### src/rtl/serial_gated_tx_pkg.sv
// serial_link_pkg: state encoding and shared constants for the serial link transmitter and receiver
package serial_link_pkg;

    typedef enum logic [1:0] {
        IDLE  = 2'd0,
        SHIFT = 2'd1,
        GAP   = 2'd2
    } tx_state_t;

    localparam int SER_WIDTH_DEFAULT = 8;
    localparam int SER_GAP_MAX       = 15;

endpackage

### src/rtl/serial_gated_tx_if.sv
// serial_gated_tx_if: valid/ready word handshake between a parallel producer and the transmitter
interface serial_gated_tx_if
    import serial_link_pkg::*;
#(
    parameter int WIDTH = SER_WIDTH_DEFAULT
);
    logic [WIDTH-1:0] tx_data;
    logic             tx_valid;
    logic             tx_ready;

    modport master (output tx_data, tx_valid, input tx_ready);
    modport slave  (input tx_data, tx_valid, output tx_ready);
endinterface

### src/rtl/serial_gated_tx_shreg.sv
// serial_shreg: loadable shift register whose serial tap follows the configured bit order
module serial_shreg #(
    parameter int WIDTH     = 8,
    parameter bit LSB_FIRST = 1'b1
) (
    input  logic             clk,
    input  logic             rst,
    input  logic             load,
    input  logic             shift,
    input  logic [WIDTH-1:0] din,
    output logic             sout
);
    logic [WIDTH-1:0] q;

    assign sout = LSB_FIRST ? q[0] : q[WIDTH-1];

    // load has priority; shifting moves the next bit onto the tap
    always_ff @(posedge clk or posedge rst) begin
        if (rst)
            q <= '0;
        else if (load)
            q <= din;
        else if (shift)
            q <= LSB_FIRST ? (q >> 1) : (q << 1);
    end
endmodule

### src/rtl/serial_gated_tx.sv
// serial_gated_tx: parallel-to-serial transmitter with per-bit strobe and programmable inter-word gap
module serial_gated_tx
    import serial_link_pkg::*;
#(
    parameter int WIDTH     = SER_WIDTH_DEFAULT,
    parameter int GAP       = 1,
    parameter bit LSB_FIRST = 1'b1
) (
    input  logic             clk,
    input  logic             rst,
    serial_gated_tx_if.slave tx,
    output logic             ser_d,
    output logic             ser_en,
    output logic             ser_sof,
    output logic             busy
);
    localparam int             CW       = $clog2(WIDTH + 1);
    localparam logic [CW-1:0]  LAST     = CW'(WIDTH);
    localparam logic [3:0]     GAP_LOAD = 4'(GAP > 0 ? GAP - 1 : 0);

    tx_state_t        state, state_n;
    logic [CW-1:0]    cnt, cnt_n;
    logic [3:0]       gcnt, gcnt_n;
    logic             d_n, en_n, sof_n, load, shift, sout, accept, first;
    logic [WIDTH-1:0] rest;

    assign tx.tx_ready = (state == IDLE) || (state == SHIFT && cnt == LAST && GAP == 0);
    assign accept      = tx.tx_valid && tx.tx_ready;
    assign first       = LSB_FIRST ? tx.tx_data[0] : tx.tx_data[WIDTH-1];
    assign rest        = LSB_FIRST ? (tx.tx_data >> 1) : (tx.tx_data << 1);

    serial_shreg #(.WIDTH(WIDTH), .LSB_FIRST(LSB_FIRST)) u_shreg (
        .clk   (clk),
        .rst   (rst),
        .load  (load),
        .shift (shift),
        .din   (rest),
        .sout  (sout)
    );

    // next state, counters and the next serial bit; an accept overrides whatever the state would do
    always_comb begin
        state_n = state;
        cnt_n   = cnt;
        gcnt_n  = gcnt;
        d_n     = 1'b0;
        en_n    = 1'b0;
        sof_n   = 1'b0;
        load    = 1'b0;
        shift   = 1'b0;
        if (accept) begin
            d_n     = first;
            en_n    = 1'b1;
            sof_n   = 1'b1;
            load    = 1'b1;
            cnt_n   = CW'(1);
            state_n = SHIFT;
        end else begin
            unique case (state)
                SHIFT: begin
                    if (cnt != LAST) begin
                        d_n   = sout;
                        en_n  = 1'b1;
                        shift = 1'b1;
                        cnt_n = cnt + 1'b1;
                    end else begin
                        state_n = (GAP > 0) ? serial_link_pkg::GAP : IDLE;
                        gcnt_n  = GAP_LOAD;
                        cnt_n   = '0;
                    end
                end
                serial_link_pkg::GAP: begin
                    gcnt_n  = (gcnt == 4'd0) ? 4'd0 : gcnt - 1'b1;
                    state_n = (gcnt == 4'd0) ? IDLE : serial_link_pkg::GAP;
                end
                default: ;
            endcase
        end
    end

    // state, counters and registered serial outputs; reset drops the strobe without waiting for clk
    always_ff @(posedge clk or posedge rst) begin
        if (rst) begin
            state   <= IDLE;
            cnt     <= '0;
            gcnt    <= '0;
            ser_d   <= 1'b0;
            ser_en  <= 1'b0;
            ser_sof <= 1'b0;
            busy    <= 1'b0;
        end else begin
            state   <= state_n;
            cnt     <= cnt_n;
            gcnt    <= gcnt_n;
            ser_d   <= d_n;
            ser_en  <= en_n;
            ser_sof <= sof_n;
            busy    <= (state_n != IDLE);
        end
    end
endmodule
### src/flat_wrapper.sv
// flat-port wrapper written by rule: the top's interface ports become plain ports
module serial_gated_tx_flat import serial_link_pkg::*;
#(
    parameter int WIDTH     = SER_WIDTH_DEFAULT,
    parameter int GAP       = 1,
    parameter bit LSB_FIRST = 1'b1
)
  (clk, rst, ser_d, ser_en, ser_sof, busy, tx_tx_data, tx_tx_valid, tx_tx_ready);
  serial_gated_tx_if #(.WIDTH(WIDTH)) tx_i ();
  input  logic clk;
  input  logic rst;
  output logic ser_d;
  output logic ser_en;
  output logic ser_sof;
  output logic busy;
  input wire logic [$bits(tx_i.tx_data)-1:0] tx_tx_data;
  input wire logic [$bits(tx_i.tx_valid)-1:0] tx_tx_valid;
  output wire logic [$bits(tx_i.tx_ready)-1:0] tx_tx_ready;
  assign tx_i.tx_data = tx_tx_data;
  assign tx_i.tx_valid = tx_tx_valid;
  assign tx_tx_ready = tx_i.tx_ready;
  serial_gated_tx #(.WIDTH(WIDTH), .GAP(GAP), .LSB_FIRST(LSB_FIRST)) u_core (.clk(clk), .rst(rst), .tx(tx_i), .ser_d(ser_d), .ser_en(ser_en), .ser_sof(ser_sof), .busy(busy));
endmodule
### config.mk
export PLATFORM = sky130hd
export DESIGN_NAME = serial_gated_tx_flat
export DESIGN_NICKNAME = d
export VERILOG_FILES = /design/src/rtl/serial_gated_tx_pkg.sv /design/src/rtl/serial_gated_tx_if.sv /design/src/rtl/serial_gated_tx_shreg.sv /design/src/rtl/serial_gated_tx.sv /design/src/flat_wrapper.sv
export SDC_FILE = /design/constraint.sdc
export NUM_CORES = 1
export LEC_CHECK = 0
export BUFFER_PORTS_ARGS = -buffer_cell sky130_fd_sc_hd__buf_4
export CAP_MARGIN = 20
export CORE_UTILIZATION = 35
export CTS_CLUSTER_SIZE = 25
export DETAILED_ROUTE_END_ITERATION = 7
export GPL_ROUTABILITY_DRIVEN = 0
export GPL_TIMING_DRIVEN = 0
export MAX_ROUTING_LAYER = met4
export PLACE_DENSITY = 0.53
export SLEW_MARGIN = 10
export SYNTH_ARGS = -nofsm -noshare
export SYNTH_HDL_FRONTEND = slang
export SYNTH_HIERARCHICAL = 1
export SYNTH_SLANG_ARGS = --single-unit
### constraint.sdc
create_clock -name clk -period 4.75 [get_ports clk]
set_input_delay 0.475 -clock clk [delete_from_list [all_inputs] [get_ports clk]]
set_output_delay 0.475 -clock clk [all_outputs]
set_load 0.005 [all_outputs]
Yosys cells after proc, flatten, opt, wreduce, memory -nomap -nowiden
Index checks and enable logic that the tools add are counted.
- register bits: 22
- input port bits: 11
- output and inout bits: 5
- word-level logic and storage cells: 43
- add/subtract/negate cells: 2
- eq/ne operators: 4
- muxes and demuxes: 20
- bitwise gates (word level): 1
- reductions and logical operators: 8
- operator list (operator ; count):
    two-way mux 4 bit ; 5
    two-way mux 8 bit ; 2
    two-way mux 1 bit ; 8
    one-hot mux 4 bit (2 select lines) ; 1
    nonzero test 2 bit ; 4
    two-way mux 2 bit ; 3
    adder 4 x 1 -> 4 bit (second input constant) ; 1
    logical NOT 4 bit ; 1
    inequality test 4 bit (second input constant) ; 1
    one-hot mux 2 bit (2 select lines) ; 1
    subtractor 4 x 1 -> 4 bit (second input constant) ; 1
    AND reduction 3 bit ; 1
    == test 2 x 1 -> 1 bit (second input constant) ; 1
    == test 2 bit (second input constant) ; 1
    logical NOT 2 bit ; 1
    inequality test 2 bit (second input constant) ; 1
    logical AND 1 bit ; 1
    inverter 1 bit ; 1

Depth between registers and ports, before layout
- word-level depth: 6
- depth in mapped cells: 8
- mapped depth without buffers: 7

Hierarchy
Netlist, hierarchy kept.
- modules (own cells, without submodules) (module ; instances ; cells each ; area each (µm²) ; sequential area each (µm²)):
    serial_gated_tx ; 1 ; 78 ; 784.5 ; 350.3
    serial_shreg ; 1 ; 35 ; 372.9 ; 200.2

Least setup slack after synthesis
OpenSTA, ideal clock, no wires.
- kind: register to register
- start point: reg u_core.state[0]
- end point: reg u_core.u_shreg.q[2]
- setup time: 0.129 ns
- data arrival time: 1.620 ns
- required time: 4.621 ns
- slack: 3.001 ns
- cell stages (with the launch flop): 9
- path buffers: 1
- clock period less this slack: 1.749 ns
- cells stage by stage: dfrtp_1 inv_1 ha_1 nand2_1 clkinv_1 nor2_1 buf_6 mux2i_1 o21ai_1
- cells in the longest elaborated chain, start to end: 4
- elaborated cells between the ends (all ways): 8
- classes of those cells: eq/ne: 1; mux: 4; reduce/logical: 3
- ends and longest elaborated chain (what ; line ; text):
    start: declaration ; serial_gated_tx.sv:21 ; tx_state_t state, state_n;
    start signal: assignment ; serial_gated_tx.sv:92 ; state <= state_n;
    logical NOT 2 bit ; serial_gated_tx.sv:27 ; assign tx.tx_ready = (state == IDLE) || (state == SHIFT && cnt == LAST && GAP == 0);
    net tx_tx_ready ; flat_wrapper.sv:18 ; output wire logic [$bits(tx_i.tx_ready)-1:0] tx_tx_ready;
    logical AND 1 bit ; serial_gated_tx.sv:28 ; assign accept = tx.tx_valid && tx.tx_ready;
    net u_core.accept ; serial_gated_tx.sv:24 ; logic d_n, en_n, sof_n, load, shift, sout, accept, first;
    two-way mux 1 bit ; serial_gated_tx.sv:51 ; if (accept) begin
    net u_core.shift ; serial_gated_tx.sv:24 ;
    nonzero test 2 bit (no source line) ; - ;
    end signal: assignment ; serial_gated_tx_shreg.sv:22 ; q <= din;
    end signal: assignment ; serial_gated_tx_shreg.sv:24 ; q <= LSB_FIRST ? (q >> 1) : (q << 1);
    end: declaration ; serial_gated_tx_shreg.sv:13 ; logic [WIDTH-1:0] q;
The timed path passes the listed nets, and every way through them passes these cells.
A chain may end at the register's enable or synchronous reset.

Final worst setup path
- start point: reg u_core.state[0]
- end point: reg u_core.u_shreg.q[5]
- cells in the longest elaborated chain, start to end: 4
- elaborated cells between the ends (all ways): 8
- classes of those cells: eq/ne: 1; mux: 4; reduce/logical: 3
- ends and longest elaborated chain (what ; line):
    logical NOT 2 bit ; serial_gated_tx.sv:27
    logical AND 1 bit ; serial_gated_tx.sv:28
    net u_core.accept ; serial_gated_tx.sv:24
    two-way mux 1 bit ; serial_gated_tx.sv:51
    net u_core.shift ; serial_gated_tx.sv:24
    nonzero test 2 bit (no source line) ; -
The timed path passes the listed nets, and every way through them passes these cells.

==> impl_metrics.env <==
export IMPL_status="finished, final reports clean"
export IMPL_rsz0062_at_grt="no"
export IMPL_ant_nets=0
export IMPL_portBuffers=15
export IMPL_ir_drop_uv=220
export IMPL_cpPeakStageDelay_ns=0.40
export IMPL_clockBufferDepth=2
export IMPL_synth_common_cells="dfrtp_1, nand2_1, inv_1, mux2i_1, o21ai_1"
export IMPL_path_buf_inv=3
export IMPL_critPathArrivalTime_ns=2.25
export IMPL_synthesis_area_um2=1160
export IMPL_clock_skew_ns=0.00262
export IMPL_ys_ff_latch=22
export IMPL_drt_iter0_markers=18
export IMPL_relSlewSlack_pct=61.7
export IMPL_synth_avg_cell_area_um2=10.2
export IMPL_crit_path_end_kind="flop"
export IMPL_pin_count=16
export IMPL_dieArea_um2=3540
export IMPL_finalSetupViolCount=0
export IMPL_antenna_found_initial=0
export IMPL_fin_crit_ns=2.06
export IMPL_synth_distinct_cells=32
export IMPL_chipWidth_um=59.5
export IMPL_setup_tns_ns=0
export IMPL_period_share_pct=43.4
export IMPL_hold_slack_ns=0.115
export IMPL_grt_pass1_wl_um=3750
export IMPL_crit_chain="inv_1 > ha_1 > nand2_1 > clkinv_1 > nor2_1 > buf_6 > mux2i_1 > o21ai_1"
export IMPL_synth_edff_count=0
export IMPL_finalMaxSlewViolations=0
export IMPL_r2r_slack_ns=2.69
export IMPL_yosysWarnings=6
export IMPL_synth_nets=130
export IMPL_start_util_pct=37.3
export IMPL_yosysMostFrequentCell="dfrtp_1"
export IMPL_rows=20
export IMPL_drtPass1Iterations=4
export IMPL_tightest_slew_ns=0.573
export IMPL_rr_worst_depth=8
export IMPL_power_leakage_nw=0.642
export IMPL_crit_type="reg -> reg"
export IMPL_post_synth_top_area_cell="dfrtp_1"
export IMPL_required_ns=4.94
export IMPL_clk_latency_ns=0.30
export IMPL_post_cts_setup_buffers=0
export IMPL_root_buffer="clkbuf_4"
export IMPL_cts_hold_buffers=0
export IMPL_globalRoute_totalOverflow=0
export IMPL_core_area_um2=3100
export IMPL_crit_family="buffers and inverters"
export IMPL_cp_start_kind="flop"
export IMPL_synth_area_leaders="dfrtp_1, mux2i_1, ha_1, nand2_1, o21ai_1"
export IMPL_clk_pin_slew_worst_paths_ns=0.12
export IMPL_hold_class="in -> async"
export IMPL_diodes=0
export IMPL_rr_startpoint="u_core/state[0]"
export IMPL_routed_wl_um=2140
export IMPL_power_per_cell_area_nw_per_um2=577
export IMPL_grt_max_degree=17
export IMPL_h_tree_depth=1
export IMPL_wl_per_cell_um=12.1
export IMPL_cap_viol_max_count=0
export IMPL_r2r_end="u_core/u_shreg/q[5]"
export IMPL_grt_pass1_vias=852
export IMPL_grt_use_total_pct=14.5
export IMPL_cts_num_sinks=22
export IMPL_drive_above_1_share_pct=18.9
export IMPL_yosysSeqAreaShare_pct=47.6
export IMPL_viasPerCell=4.87
export IMPL_hold_viol=0
export IMPL_cts_tree="yes"
export IMPL_ys_flop_type="dfrtp_1"
export IMPL_fin_nets=150
export IMPL_cts_buffers=3
export IMPL_timing_fmax_mhz=485
export IMPL_drt_drc_violations_left=0
export IMPL_crit_path_max_fanout=16
export IMPL_die_h_um=59.5
export IMPL_hpwl_um=1570
export IMPL_yosys_area_top_type_share_pct=47.6
export IMPL_synthArstFlopShare_pct=100
export IMPL_synthToLayoutAreaGrowth_pct=19.0
export IMPL_vias=857
export IMPL_crit_path_top_delay_cell="dfrtp_1"
export IMPL_syn_inst=113
export IMPL_post_cts_resized=0
## logic make-up (layout without fill, tap and decap cells)
logic type,after synthesis,in the layout,synth area share [%]
simple gates,34,34,15.4
other cells,1,1,0.324
mux,9,9,7.78
flops,22,22,47.6
fa+ha+maj,6,6,6.49
buf+inv,13,32,6.16
compound gates,28,28,16.3
## registers in the layout, summed over array words and instances, names as in the netlist
| name | cells |
|---|---|
| u_core/u_shreg/q | 8 |
| u_core/cnt | 4 |
| u_core/gcnt | 4 |
| u_core/state | 2 |
| u_core/busy | 1 |
| u_core/ser_d | 1 |
| u_core/ser_en | 1 |
| u_core/ser_sof | 1 |
## worst register-to-register path, delay by kind of cell, from the launching register on
family,cells,cell delay [ns]
AND/OR/NAND/NOR,2,0.40
adder cells (fa/ha/maj),1,0.24
flip-flops,1,0.40
AO/OA/AOI/OAI,1,0.07
buffers and inverters,3,0.65
multiplexers,1,0.19
## power by group
group,total (mW),switching (mW),internal [mW],leakage [nW]
Sequential,0.301,0.0458,0.255,0.281
Combinational,0.352,0.183,0.169,0.333
Clock,0.142,0.0565,0.0852,0.0279
Total,0.794,0.286,0.509,0.642
## metrics by stage
| stage | power, mW | instance area (µm²) | utilization, % | setup slack (ns) | instances |
|---|---|---|---|---|---|
| after global routing | 0.863 | 1380 | 44.4 | 2.44 | 176 |
| final | 0.794 | 1380 | 44.4 | 2.69 | 176 |
| after global placement | 0.651 | 1330 | 42.7 | 2.68 | 172 |
| after CTS | 0.805 | 1380 | 44.4 | 2.66 | 176 |
| after floorplan | 0.559 | 1160 | - | 3.00 | 113 |
| after detailed placement | 0.658 | 1330 | 42.7 | 2.67 | 172 |
## cell type report
cell class                      count  area, µm²
Fill cell                         319       1730
Sequential cell                    22        551
Multi-Input combinational cell     78        536
Timing Repair Buffer               15        113
Tap cell                           44       55.1
Inverter                           10       37.5
Buffer                              3       33.8
Clock inverter                      1       30.0
Clock buffer                        3       22.5
## layout by cell type, fill, tap and decap left out, types with 2 or more instances in the layout
cell type  netlist  final
a21oi_1          2      2
o41ai_1          2      2
mux2i_1          9      9
nand2b_1         2      2
nor3_1           2      2
o31ai_1          3      3
nor2_1           4      4
clkbuf_4         0      3
and4b_1          2      2
dfrtp_1         22     22
o21ai_0          6      6
nand2_1         17     17
buf_4            0     15
buf_6            3      3
inv_1            9      9
ha_1             6      6
o21ai_1          7      7
## metal layers
metal	wire, µm	up-vias	track usage (%)
met5	0	-	-
met4	10	0	5.98
met3	49	2	2.62
met2	965	8	21.2
met1	1110	411	19.7
li1	-	436	-
## worst max-delay path by stage
stage                          from                  end  slack [ns]  cells past startpoint
floorplan           u_core/state[0]  u_core/u_shreg/q[2]        3.00                      8
global placement    u_core/state[0]  u_core/u_shreg/q[6]        2.68                      8
detailed placement  u_core/state[0]  u_core/u_shreg/q[5]        2.67                      8
CTS                 u_core/state[0]  u_core/u_shreg/q[5]        2.66                      8
global route        u_core/state[0]  u_core/u_shreg/q[5]        2.44                      8
finish              u_core/state[0]  u_core/u_shreg/q[5]        2.69                      8
Power figures use the tool's default switching activity.
